[src/rtl/cp0_pkg.sv]
// ---------------------------------------------------------------------------
// cp0_pkg
// Shared constants for the CP0 interrupt controller:
//   - register select codes used by the mtc0/mfc0 paths
//   - bit-field offsets inside SR and Cause
//   - the exception code reported for interrupts
//   - the request/acknowledge FSM state type
// ---------------------------------------------------------------------------
package cp0_pkg;

    // CP0 register selects
    localparam logic [4:0] SEL_COUNT   = 5'd9;
    localparam logic [4:0] SEL_COMPARE = 5'd11;
    localparam logic [4:0] SEL_SR      = 5'd12;
    localparam logic [4:0] SEL_CAUSE   = 5'd13;
    localparam logic [4:0] SEL_EPC     = 5'd14;
    localparam logic [4:0] SEL_PRID    = 5'd15;
    localparam logic [4:0] SEL_INTCFG  = 5'd22;

    // Field offsets
    localparam int IM_LSB  = 16;   // SR.IM and Cause.IP share this offset
    localparam int ID_LSB  = 8;    // Cause.id
    localparam int EXC_LSB = 2;    // Cause.ExcCode
    localparam int SR_EXL  = 1;
    localparam int SR_IE   = 0;

    localparam logic [4:0] EXC_INT = 5'd0;

    // Request/acknowledge handshake with the CPU control FSM
    typedef enum logic [1:0] {
        ST_RUN     = 2'd0,
        ST_REQ     = 2'd1,
        ST_HANDLER = 2'd2
    } cp0_state_t;

endpackage

[src/rtl/cp0_intc_irq_line.sv]
// ---------------------------------------------------------------------------
// cp0_irq_line
// One external interrupt line: SYNC_STAGES-deep synchroniser, one
// edge-history flop, and the pending bit in either level or sticky-edge
// mode.
// Ports:
//   clk, rst    clock, asynchronous active-high reset
//   irq_in      asynchronous interrupt source
//   edge_mode   1 = sticky edge-triggered, 0 = level-following
//   w1c         software write-1-to-clear for this pending bit
//   pending     pending (IP) bit for this line
// ---------------------------------------------------------------------------
module cp0_irq_line #(
    parameter int SYNC_STAGES = 2
) (
    input  logic clk,
    input  logic rst,
    input  logic irq_in,
    input  logic edge_mode,
    input  logic w1c,
    output logic pending
);

    logic [SYNC_STAGES-1:0] sync_reg;
    logic                   hist_reg;
    logic                   pending_reg;
    logic                   sync_level;
    logic                   rise;

    assign sync_level = sync_reg[SYNC_STAGES-1];
    assign rise       = sync_level & ~hist_reg;
    assign pending    = pending_reg;

    always_ff @(posedge clk or posedge rst) begin
        if (rst) begin
            sync_reg <= '0;
        end else begin
            for (int i = SYNC_STAGES - 1; i > 0; i--) begin
                sync_reg[i] <= sync_reg[i-1];
            end
            sync_reg[0] <= irq_in;
        end
    end

    always_ff @(posedge clk or posedge rst) begin
        if (rst) begin
            hist_reg    <= 1'b0;
            pending_reg <= 1'b0;
        end else begin
            hist_reg <= sync_level;
            if (edge_mode) begin
                // A new edge outranks a same-cycle clear so no event is lost
                if (rise) begin
                    pending_reg <= 1'b1;
                end else if (w1c) begin
                    pending_reg <= 1'b0;
                end
            end else begin
                pending_reg <= sync_level;
            end
        end
    end

endmodule

[src/rtl/cp0_intc.sv]
// ---------------------------------------------------------------------------
// cp0_intc
// CP0 interrupt controller: NUM_IRQ synchronised hardware lines plus a
// Count/Compare timer (line 0), SR/Cause/EPC/PRID/IntCfg registers, a
// highest-index priority encoder and a request/acknowledge handshake with
// the multicycle CPU control FSM.
// Ports:
//   clk, rst   clock, asynchronous active-high reset
//   din        mtc0 write data
//   pc         return address captured into EPC on acknowledge
//   hw_int     asynchronous interrupt sources (line i+1 = hw_int[i])
//   sel        CP0 register select
//   cp0_wr     write strobe for the selected register
//   int_ack    CPU accepts the pending interrupt
//   eret       return from handler
//   epc        EPC register
//   dout       mfc0 read data (combinational from sel)
//   int_req    interrupt request to the CPU
//   int_id     line index taken, latched at acknowledge
// ---------------------------------------------------------------------------
module cp0_intc
    import cp0_pkg::*;
#(
    parameter int          NUM_IRQ     = 6,
    parameter int          SYNC_STAGES = 2,
    parameter logic [31:0] PRID_VALUE  = 32'h0000_0001
) (
    input  logic               clk,
    input  logic               rst,
    input  logic [31:0]        din,
    input  logic [31:0]        pc,
    input  logic [NUM_IRQ-1:0] hw_int,
    input  logic [4:0]         sel,
    input  logic               cp0_wr,
    input  logic               int_ack,
    input  logic               eret,
    output logic [31:0]        epc,
    output logic [31:0]        dout,
    output logic               int_req,
    output logic [4:0]         int_id
);

    localparam int L = NUM_IRQ + 1;

    logic [31:0]  count_reg;
    logic [31:0]  compare_reg;
    logic [31:0]  epc_reg;
    logic [31:0]  prid_reg;
    logic [L-1:0] im_reg;
    logic         exl_reg;
    logic         ie_reg;
    logic         timer_ip_reg;
    logic [4:0]   cause_id_reg;
    logic [4:0]   int_id_reg;
    logic [L-1:0] intcfg_reg;

    cp0_state_t   state_reg;
    cp0_state_t   state_next;

    logic         wr_count;
    logic         wr_compare;
    logic         wr_sr;
    logic         wr_cause;
    logic         wr_intcfg;
    logic [L-1:0] w1c_bits;

    logic [NUM_IRQ-1:0] line_ip;
    logic [L-1:0]       ip;
    logic [L-1:0]       active;
    logic [4:0]         winner;
    logic               req_cond;
    logic               timer_match;
    logic               ack_take;
    logic               eret_take;
    logic               sr_exl_set;
    logic               sr_exl_clear;

    // ------------------------------------------------------------------
    // Write decode
    // ------------------------------------------------------------------
    assign wr_count     = cp0_wr && (sel == SEL_COUNT);
    assign wr_compare   = cp0_wr && (sel == SEL_COMPARE);
    assign wr_sr        = cp0_wr && (sel == SEL_SR);
    assign wr_cause     = cp0_wr && (sel == SEL_CAUSE);
    assign wr_intcfg    = cp0_wr && (sel == SEL_INTCFG);
    assign w1c_bits     = wr_cause ? din[IM_LSB +: L] : '0;
    assign sr_exl_set   = wr_sr && din[SR_EXL];
    assign sr_exl_clear = wr_sr && !din[SR_EXL];

    // ------------------------------------------------------------------
    // External lines
    // ------------------------------------------------------------------
    generate
        for (genvar gi = 0; gi < NUM_IRQ; gi++) begin : g_line
            cp0_irq_line #(
                .SYNC_STAGES (SYNC_STAGES)
            ) u_line (
                .clk       (clk),
                .rst       (rst),
                .irq_in    (hw_int[gi]),
                .edge_mode (intcfg_reg[gi+1]),
                .w1c       (w1c_bits[gi+1]),
                .pending   (line_ip[gi])
            );
        end
    endgenerate

    assign ip     = {line_ip, timer_ip_reg};
    assign active = ip & im_reg;

    // Highest set index wins: later iterations overwrite earlier ones
    always_comb begin
        winner = '0;
        for (int i = 0; i < L; i++) begin
            if (active[i]) begin
                winner = 5'(i);
            end
        end
    end

    assign req_cond = ie_reg && !exl_reg && (|active);

    // ------------------------------------------------------------------
    // Timer
    // ------------------------------------------------------------------
    assign timer_match = (count_reg == compare_reg) && (compare_reg != '0);

    always_ff @(posedge clk or posedge rst) begin
        if (rst) begin
            count_reg    <= '0;
            compare_reg  <= '0;
            timer_ip_reg <= 1'b0;
        end else begin
            count_reg <= wr_count ? din : count_reg + 32'd1;
            if (wr_compare) begin
                compare_reg <= din;
            end
            // Compare write acknowledges the timer and beats a same-cycle match
            if (wr_compare) begin
                timer_ip_reg <= 1'b0;
            end else if (timer_match) begin
                timer_ip_reg <= 1'b1;
            end else if (w1c_bits[0]) begin
                timer_ip_reg <= 1'b0;
            end
        end
    end

    // ------------------------------------------------------------------
    // Handshake FSM
    // ------------------------------------------------------------------
    always_comb begin
        state_next = state_reg;
        ack_take   = 1'b0;
        eret_take  = 1'b0;
        case (state_reg)
            ST_RUN: begin
                if (sr_exl_set) begin
                    state_next = ST_HANDLER;
                end else if (req_cond) begin
                    state_next = ST_REQ;
                end
            end
            ST_REQ: begin
                if (int_ack) begin
                    ack_take   = 1'b1;
                    state_next = ST_HANDLER;
                end else if (sr_exl_set) begin
                    state_next = ST_HANDLER;
                end else if (!req_cond) begin
                    state_next = ST_RUN;
                end
            end
            ST_HANDLER: begin
                if (eret) begin
                    eret_take  = 1'b1;
                    state_next = ST_RUN;
                end else if (sr_exl_clear) begin
                    state_next = ST_RUN;
                end
            end
            default: begin
                state_next = ST_RUN;
            end
        endcase
    end

    always_ff @(posedge clk or posedge rst) begin
        if (rst) begin
            state_reg <= ST_RUN;
        end else begin
            state_reg <= state_next;
        end
    end

    // ------------------------------------------------------------------
    // SR, Cause.id, EPC, IntCfg, int_id
    // ------------------------------------------------------------------
    always_ff @(posedge clk or posedge rst) begin
        if (rst) begin
            im_reg       <= '0;
            ie_reg       <= 1'b0;
            exl_reg      <= 1'b0;
            epc_reg      <= '0;
            cause_id_reg <= '0;
            int_id_reg   <= '0;
            intcfg_reg   <= '0;
            prid_reg     <= PRID_VALUE;
        end else begin
            if (wr_sr) begin
                im_reg <= din[IM_LSB +: L];
                ie_reg <= din[SR_IE];
            end
            // Acknowledge forces EXL even against a same-cycle SR write
            if (ack_take) begin
                exl_reg <= 1'b1;
            end else if (eret_take) begin
                exl_reg <= 1'b0;
            end else if (wr_sr) begin
                exl_reg <= din[SR_EXL];
            end
            if (ack_take) begin
                epc_reg      <= pc;
                cause_id_reg <= winner;
                int_id_reg   <= winner;
            end
            if (wr_intcfg) begin
                // Timer line is always sticky, so its mode bit stays 0
                intcfg_reg <= {din[L-1:1], 1'b0};
            end
        end
    end

    // ------------------------------------------------------------------
    // Outputs
    // ------------------------------------------------------------------
    assign epc     = epc_reg;
    assign int_req = (state_reg == ST_REQ);
    assign int_id  = int_id_reg;

    always_comb begin
        dout = '0;
        case (sel)
            SEL_COUNT:   dout = count_reg;
            SEL_COMPARE: dout = compare_reg;
            SEL_SR: begin
                dout[IM_LSB +: L] = im_reg;
                dout[SR_EXL]      = exl_reg;
                dout[SR_IE]       = ie_reg;
            end
            SEL_CAUSE: begin
                dout[IM_LSB +: L]  = ip;
                dout[ID_LSB +: 5]  = cause_id_reg;
                dout[EXC_LSB +: 5] = EXC_INT;
            end
            SEL_EPC:     dout = epc_reg;
            SEL_PRID:    dout = prid_reg;
            SEL_INTCFG:  dout[L-1:0] = intcfg_reg;
            default:     dout = '0;
        endcase
    end

endmodule

[config.mk]
export PLATFORM = sky130hd
export DESIGN_NAME = cp0_intc
export DESIGN_NICKNAME = d
export VERILOG_FILES = /design/src/rtl/cp0_pkg.sv /design/src/rtl/cp0_intc_irq_line.sv /design/src/rtl/cp0_intc.sv
export SDC_FILE = /design/constraint.sdc
export NUM_CORES = 1
export LEC_CHECK = 0
export BUFFER_PORTS_ARGS = -buffer_cell sky130_fd_sc_hd__buf_2
export CORE_MARGIN = 3
export CORE_UTILIZATION = 50
export DETAILED_ROUTE_END_ITERATION = 16
export GPL_TIMING_DRIVEN = 0
export PLACE_DENSITY_LB_ADDON = 0.08
export SLEW_MARGIN = 30
export SYNTH_ARGS = -nofsm -noshare
export SYNTH_HDL_FRONTEND = slang
export SYNTH_HIERARCHICAL = 1
export SYNTH_SLANG_ARGS = --single-unit
[constraint.sdc]
create_clock -name clk -period 3.8 [get_ports clk]
set_input_delay 0.76 -clock clk [delete_from_list [all_inputs] [get_ports clk]]
set_output_delay 0.76 -clock clk [all_outputs]
set_load 0.05 [all_outputs]
==> report_table.html <==
<table>
<tr><th>Metric</th><th>Value</th></tr>
<tr><th colspan="2">Synth</th></tr>
<tr><td>Avg Synthesized Cell Area</td><td>11.0 um2</td></tr>
<tr><td>Post-Synthesis Cell Area</td><td>a little over 7000 um2</td></tr>
<tr><td>Syn. warnings</td><td>70</td></tr>
<tr><td>Flop and latch count out of synthesis</td><td>141</td></tr>
<tr><td>Cells after Synth</td><td>approximately 650</td></tr>
<tr><td>Count of flip-flops with a built-in enable after synthesis</td><td>0</td></tr>
<tr><td>Count of different cell masters after synthesis</td><td>48</td></tr>
<tr><td>Sequential fraction of the synthesis area</td><td>0.495</td></tr>
<tr><td>Top flip-flop cell by instance count after synthesis</td><td>sky130_fd_sc_hd__dfrtp_1</td></tr>
<tr><td>FFs w/ async S/R, synth</td><td>1.00</td></tr>
<tr><th colspan="2">Timing</th></tr>
<tr><td>Minimum period implied by the final worst setup slack</td><td>3710 ps</td></tr>
<tr><td>Final worst setup slack</td><td>roughly 95 ps</td></tr>
<tr><td>Relative slew slack</td><td>0.478</td></tr>
<tr><td>Worst clock skew</td><td>just under 9 ps</td></tr>
<tr><td>Setup violators final</td><td>0</td></tr>
<tr><td>Fin crit share</td><td>0.975</td></tr>
<tr><td>Setup repair after global routing missed its margin</td><td>false</td></tr>
<tr><td>Least-Margin Pin Slew</td><td>783 ps</td></tr>
<tr><td>Achievable Freq</td><td>0.270 GHz</td></tr>
<tr><td>Final count of hold timing violations</td><td>0</td></tr>
<tr><td>Final max-slew violation count</td><td>0</td></tr>
<tr><th colspan="2">Worst setup path</th></tr>
<tr><td>Reg2Reg Setup Slack</td><td>1580 ps</td></tr>
<tr><td>Critical Path Most Common Cell</td><td>sky130_fd_sc_hd__buf_2</td></tr>
<tr><td>Largest delay contributor family on the critical path</td><td>buffers and inverters</td></tr>
<tr><td>Setup CP Type</td><td>in2out</td></tr>
<tr><td>Endpoint class of the critical path</td><td>output pin</td></tr>
<tr><td>End of the worst register-to-register path</td><td>count_reg[16]</td></tr>
<tr><td>Biggest fanout along the worst timing path</td><td>10</td></tr>
<tr><td>Kind of start point of the critical path</td><td>input pin</td></tr>
<tr><td>Reg2Reg Depth</td><td>7</td></tr>
<tr><td>Stage delay of the slowest cell on the critical path</td><td>740 ps</td></tr>
<tr><td>FF-to-FF Start</td><td>count_reg[0]</td></tr>
<tr><td>CP cell instances</td><td>buf_2 &gt; buf_2 &gt; clkdlybuf4s15_1 &gt; mux2i_1 &gt; o21ai_0 &gt; buf_2</td></tr>
<tr><td>Crit path launch</td><td>sel[1]</td></tr>
<tr><td>Buffer and inverter count on the worst path</td><td>4</td></tr>
<tr><td>Arrival time worst endpoint</td><td>2950 ps</td></tr>
<tr><td>Required time of the worst setup path</td><td>3040 ps</td></tr>
<tr><td>Slowest CP cell</td><td>sky130_fd_sc_hd__clkdlybuf4s15_1</td></tr>
<tr><th colspan="2">Power and ir drop</th></tr>
<tr><td>Net load switching power</td><td>2.56 mW</td></tr>
<tr><td>Net switching share of the total power</td><td>0.406</td></tr>
<tr><td>LEAKAGE</td><td>4.14 nW</td></tr>
<tr><td>Power per cell area</td><td>713 nW/um2</td></tr>
<tr><td>Part of the total power dissipated in combinational logic</td><td>0.339</td></tr>
<tr><td>Peak VDD IR</td><td>402 uV</td></tr>
<tr><td>Cell internal pwr</td><td>about 3.7 mW</td></tr>
<tr><td>Clock Power Share</td><td>0.279</td></tr>
<tr><td>Fraction of power consumed by sequential logic</td><td>0.382</td></tr>
<tr><td>Final Total Pwr</td><td>6.29 mW</td></tr>
<tr><th colspan="2">Route</th></tr>
<tr><td>Detailed-route wire length per cell</td><td>21.1 um</td></tr>
<tr><td>Routed via count</td><td>5824</td></tr>
<tr><td>Final ANT Viol Nets</td><td>0</td></tr>
<tr><td>Aggregate routed wire length</td><td>21400 um</td></tr>
<tr><td>1st-iter DRT viols</td><td>386</td></tr>
<tr><td>Number of search-and-repair iterations in the first detailed-routing pass</td><td>4</td></tr>
<tr><td>Count of unresolved DRC violations after routing</td><td>0</td></tr>
<tr><td>Number of vias per cell after detailed routing</td><td>around 5.8</td></tr>
<tr><th colspan="2">Global routing</th></tr>
<tr><td>Congestion Overflow GR</td><td>0</td></tr>
<tr><td>Met2 track utilization from global routing</td><td>0.444</td></tr>
<tr><td>Number of global-route vias before repair</td><td>5951</td></tr>
<tr><td>Highest-utilization routing layer at the global route stage</td><td>met2</td></tr>
<tr><td>Largest net degree at the start of global routing</td><td>30</td></tr>
<tr><td>Global-route wire length before repair</td><td>33600 um</td></tr>
<tr><td>Met1 usage in global routing</td><td>0.378</td></tr>
<tr><td>GR met3 Demand/Resource</td><td>0.0598</td></tr>
<tr><td>Number of antenna violations at the first check in global routing</td><td>0</td></tr>
<tr><td>Global router's overall resource usage</td><td>0.278</td></tr>
<tr><th colspan="2">Clocking</th></tr>
<tr><td>CTS max path bufs</td><td>2</td></tr>
<tr><td>Clock insertion delay at the later pin of the skew report</td><td>between 400 and 500 ps</td></tr>
<tr><td>CTS tree</td><td>done</td></tr>
<tr><td>CTS H-Tree Depth</td><td>4</td></tr>
<tr><td>Clk pin slew, worst setup/hold paths</td><td>60 ps</td></tr>
<tr><td>Setup Buffers After CTS</td><td>0</td></tr>
<tr><td>Clock Root Buffer</td><td>sky130_fd_sc_hd__clkbuf_16</td></tr>
<tr><td>CTS sink cnt</td><td>about 140</td></tr>
<tr><td>Number of buffers added by the clock tree synthesis step</td><td>17</td></tr>
<tr><th colspan="2">Floorplanning</th></tr>
<tr><td>Starting utilization of the core area</td><td>0.512</td></tr>
<tr><td>I/O pin count</td><td>150</td></tr>
<tr><td>Die area</td><td>15700 um2</td></tr>
<tr><td>Horizontal die dimension</td><td>125 um</td></tr>
<tr><td>Area of the core</td><td>13900 um2</td></tr>
<tr><td>Die height</td><td>about 130 um</td></tr>
<tr><td>Site row count</td><td>43</td></tr>
<tr><th colspan="2">Layout</th></tr>
<tr><td>Top library cells by usage in the layout, fill and taps aside</td><td>sky130_fd_sc_hd__buf_2, sky130_fd_sc_hd__dfrtp_1, sky130_fd_sc_hd__mux2_2</td></tr>
<tr><td>Final non-filler cell total</td><td>between 1k and 1.5k</td></tr>
<tr><td>Post-layout net count</td><td>900</td></tr>
<tr><td>Fill cell total of the finished layout</td><td>around 1.2k</td></tr>
<tr><td>Most common cell after layout, fill and taps aside</td><td>sky130_fd_sc_hd__buf_2</td></tr>
<tr><td>Area added between synthesis and finish</td><td>23.8%</td></tr>
<tr><td>Antenna diode count</td><td>0</td></tr>
<tr><td>Share of post-route cells with drive strength above 1</td><td>0.352</td></tr>
<tr><th colspan="2">Worst hold path</th></tr>
<tr><td>Path type of the worst min-delay path</td><td>in2async</td></tr>
<tr><th colspan="2">Placed design</th></tr>
<tr><td>Count of buffers inserted at the top-level ports</td><td>roughly 150</td></tr>
<tr><td>Final weighted congestion in routability-driven placement</td><td>0.977</td></tr>
<tr><td>Cell total after placement</td><td>980</td></tr>
<tr><td>Post-Place Setup Slack</td><td>-22.4 ps</td></tr>
<tr><td>Placed wire-length estimate after detailed placement</td><td>between 15000 and 20000 um</td></tr>
<tr><th colspan="2">Flow run</th></tr>
<tr><td>Number of max-cap violations</td><td>0</td></tr>
<tr><th colspan="2">Status</th></tr>
<tr><td>Status</td><td>completed</td></tr>
</table>
==> synthesized netlist by cell type, types with 5 or more instances <==
library cell                 n  area [um2]
sky130_fd_sc_hd__mux2i_1    29         290
sky130_fd_sc_hd__clkbuf_1   19        71.3
sky130_fd_sc_hd__a22oi_1    12        90.1
sky130_fd_sc_hd__nor3_1      7        35.0
sky130_fd_sc_hd__nand4_1     9        56.3
sky130_fd_sc_hd__and3_1     11        68.8
sky130_fd_sc_hd__nor4_1     20         125
sky130_fd_sc_hd__a221o_1     8        80.1
sky130_fd_sc_hd__o21ai_0    37         185
sky130_fd_sc_hd__a21oi_1    33         165
sky130_fd_sc_hd__nand2_1    49         184
sky130_fd_sc_hd__buf_1       7        26.3
sky130_fd_sc_hd__buf_2       5        25.0
sky130_fd_sc_hd__dfrtp_1   141        3530
sky130_fd_sc_hd__xnor2_1    41         359
sky130_fd_sc_hd__inv_1      21        78.8
sky130_fd_sc_hd__nor2_1     37         139
sky130_fd_sc_hd__xor2_1     21         184
sky130_fd_sc_hd__a32o_1      6        60.1
sky130_fd_sc_hd__nand3_1    15        75.1
sky130_fd_sc_hd__mux2_2     80         901
==> metal layers <==
| layer | part of all wire | vias up |
|---|---|---|
| met4 | 0.023 | 0 |
| met3 | 0.061 | 39 |
| met5 | 0 | - |
| met2 | 0.48 | 214 |
| met1 | 0.44 | 2912 |
| li1 | - | 2659 |
==> worst register-to-register path, cell delays in order (launching register included) <==
cell                       delay [ps]
sky130_fd_sc_hd__dfrtp_1          470
sky130_fd_sc_hd__ha_1             300
sky130_fd_sc_hd__nand4_1          140
sky130_fd_sc_hd__or2_2            310
sky130_fd_sc_hd__clkbuf_1         290
sky130_fd_sc_hd__nor4_1           340
sky130_fd_sc_hd__xnor2_1          160
sky130_fd_sc_hd__a21oi_1           80
==> kinds of logic (layout without fill, tap and decap cells) <==
kind of cell               after synthesis  count (layout)  share of synthesized area
adders and majority gates                1               1                    0.00176
muxes                                  109             109                      0.167
buffers and inverters                   62             244                     0.0418
AOI/OAI and AO/OA                      105             105                     0.0918
xor gates and xnor gates                62              62                     0.0762
other                                    1               2                   0.000526
DFF                                    141             141                      0.495
and+or+nand+nor                        168             168                      0.126
==> power groups by stage <==
stage	sequential, mW	clock (mW)	combinational (mW)
2_1_floorplan	2.87	0	1.01
3_3_place_gp	2.40	0	2.08
3_5_place_dp	2.42	0	2.12
4_1_cts	2.40	1.78	2.14
5_1_grt	2.46	1.85	2.27
6_report	2.40	1.76	2.14
==> cell type report <==
| class | count | area [um2] | share of cell area |
|---|---|---|---|
| inverters | 21 | 82.6 | 0.00936 |
| flip-flops and latches | 141 | 3530 | 0.400 |
| multi-input cells | 447 | 3320 | 0.376 |
| well taps | 180 | 225 | 0.0255 |
| repair buffers | 150 | 826 | 0.0936 |
| plain buffers | 41 | 226 | 0.0257 |
| clock buffers | 18 | 439 | 0.0498 |
| clock inverters | 14 | 181 | 0.0206 |
==> how the worst max path moves through the flow <==
stage,end,slack (ps),depth (start not counted)
global route,dout[12],10,6
floorplan,dout[10],90,5
global placement,dout[13],7,8
CTS,dout[26],120,8
detailed placement,dout[26],-20,8
finish,dout[10],90,6
==> repair_timing <==
action / 4_1_cts / 5_1_grt
endpoints found under the setup margin: 6 / 17
gates cloned: 0 / 0
hold endpoints to repair: 0 / 0
gates resized for setup: 1 / 2
hold buffers: 0 / 0
==> metrics by stage <==
stage | hold slack [ps] | instance area (um2) | utilization | TNS [ps]
3_5_place_dp | 336 | 8190 | 0.588 | -38.5
5_1_grt | 290 | 8820 | 0.633 | 0
3_3_place_gp | 334 | 8090 | 0.581 | 0
4_1_cts | 276 | 8810 | 0.632 | 0
2_1_floorplan | 331 | 7140 | - | 0
6_report | 293 | 8820 | 0.633 | 0
Power figures use the tool's default switching activity.
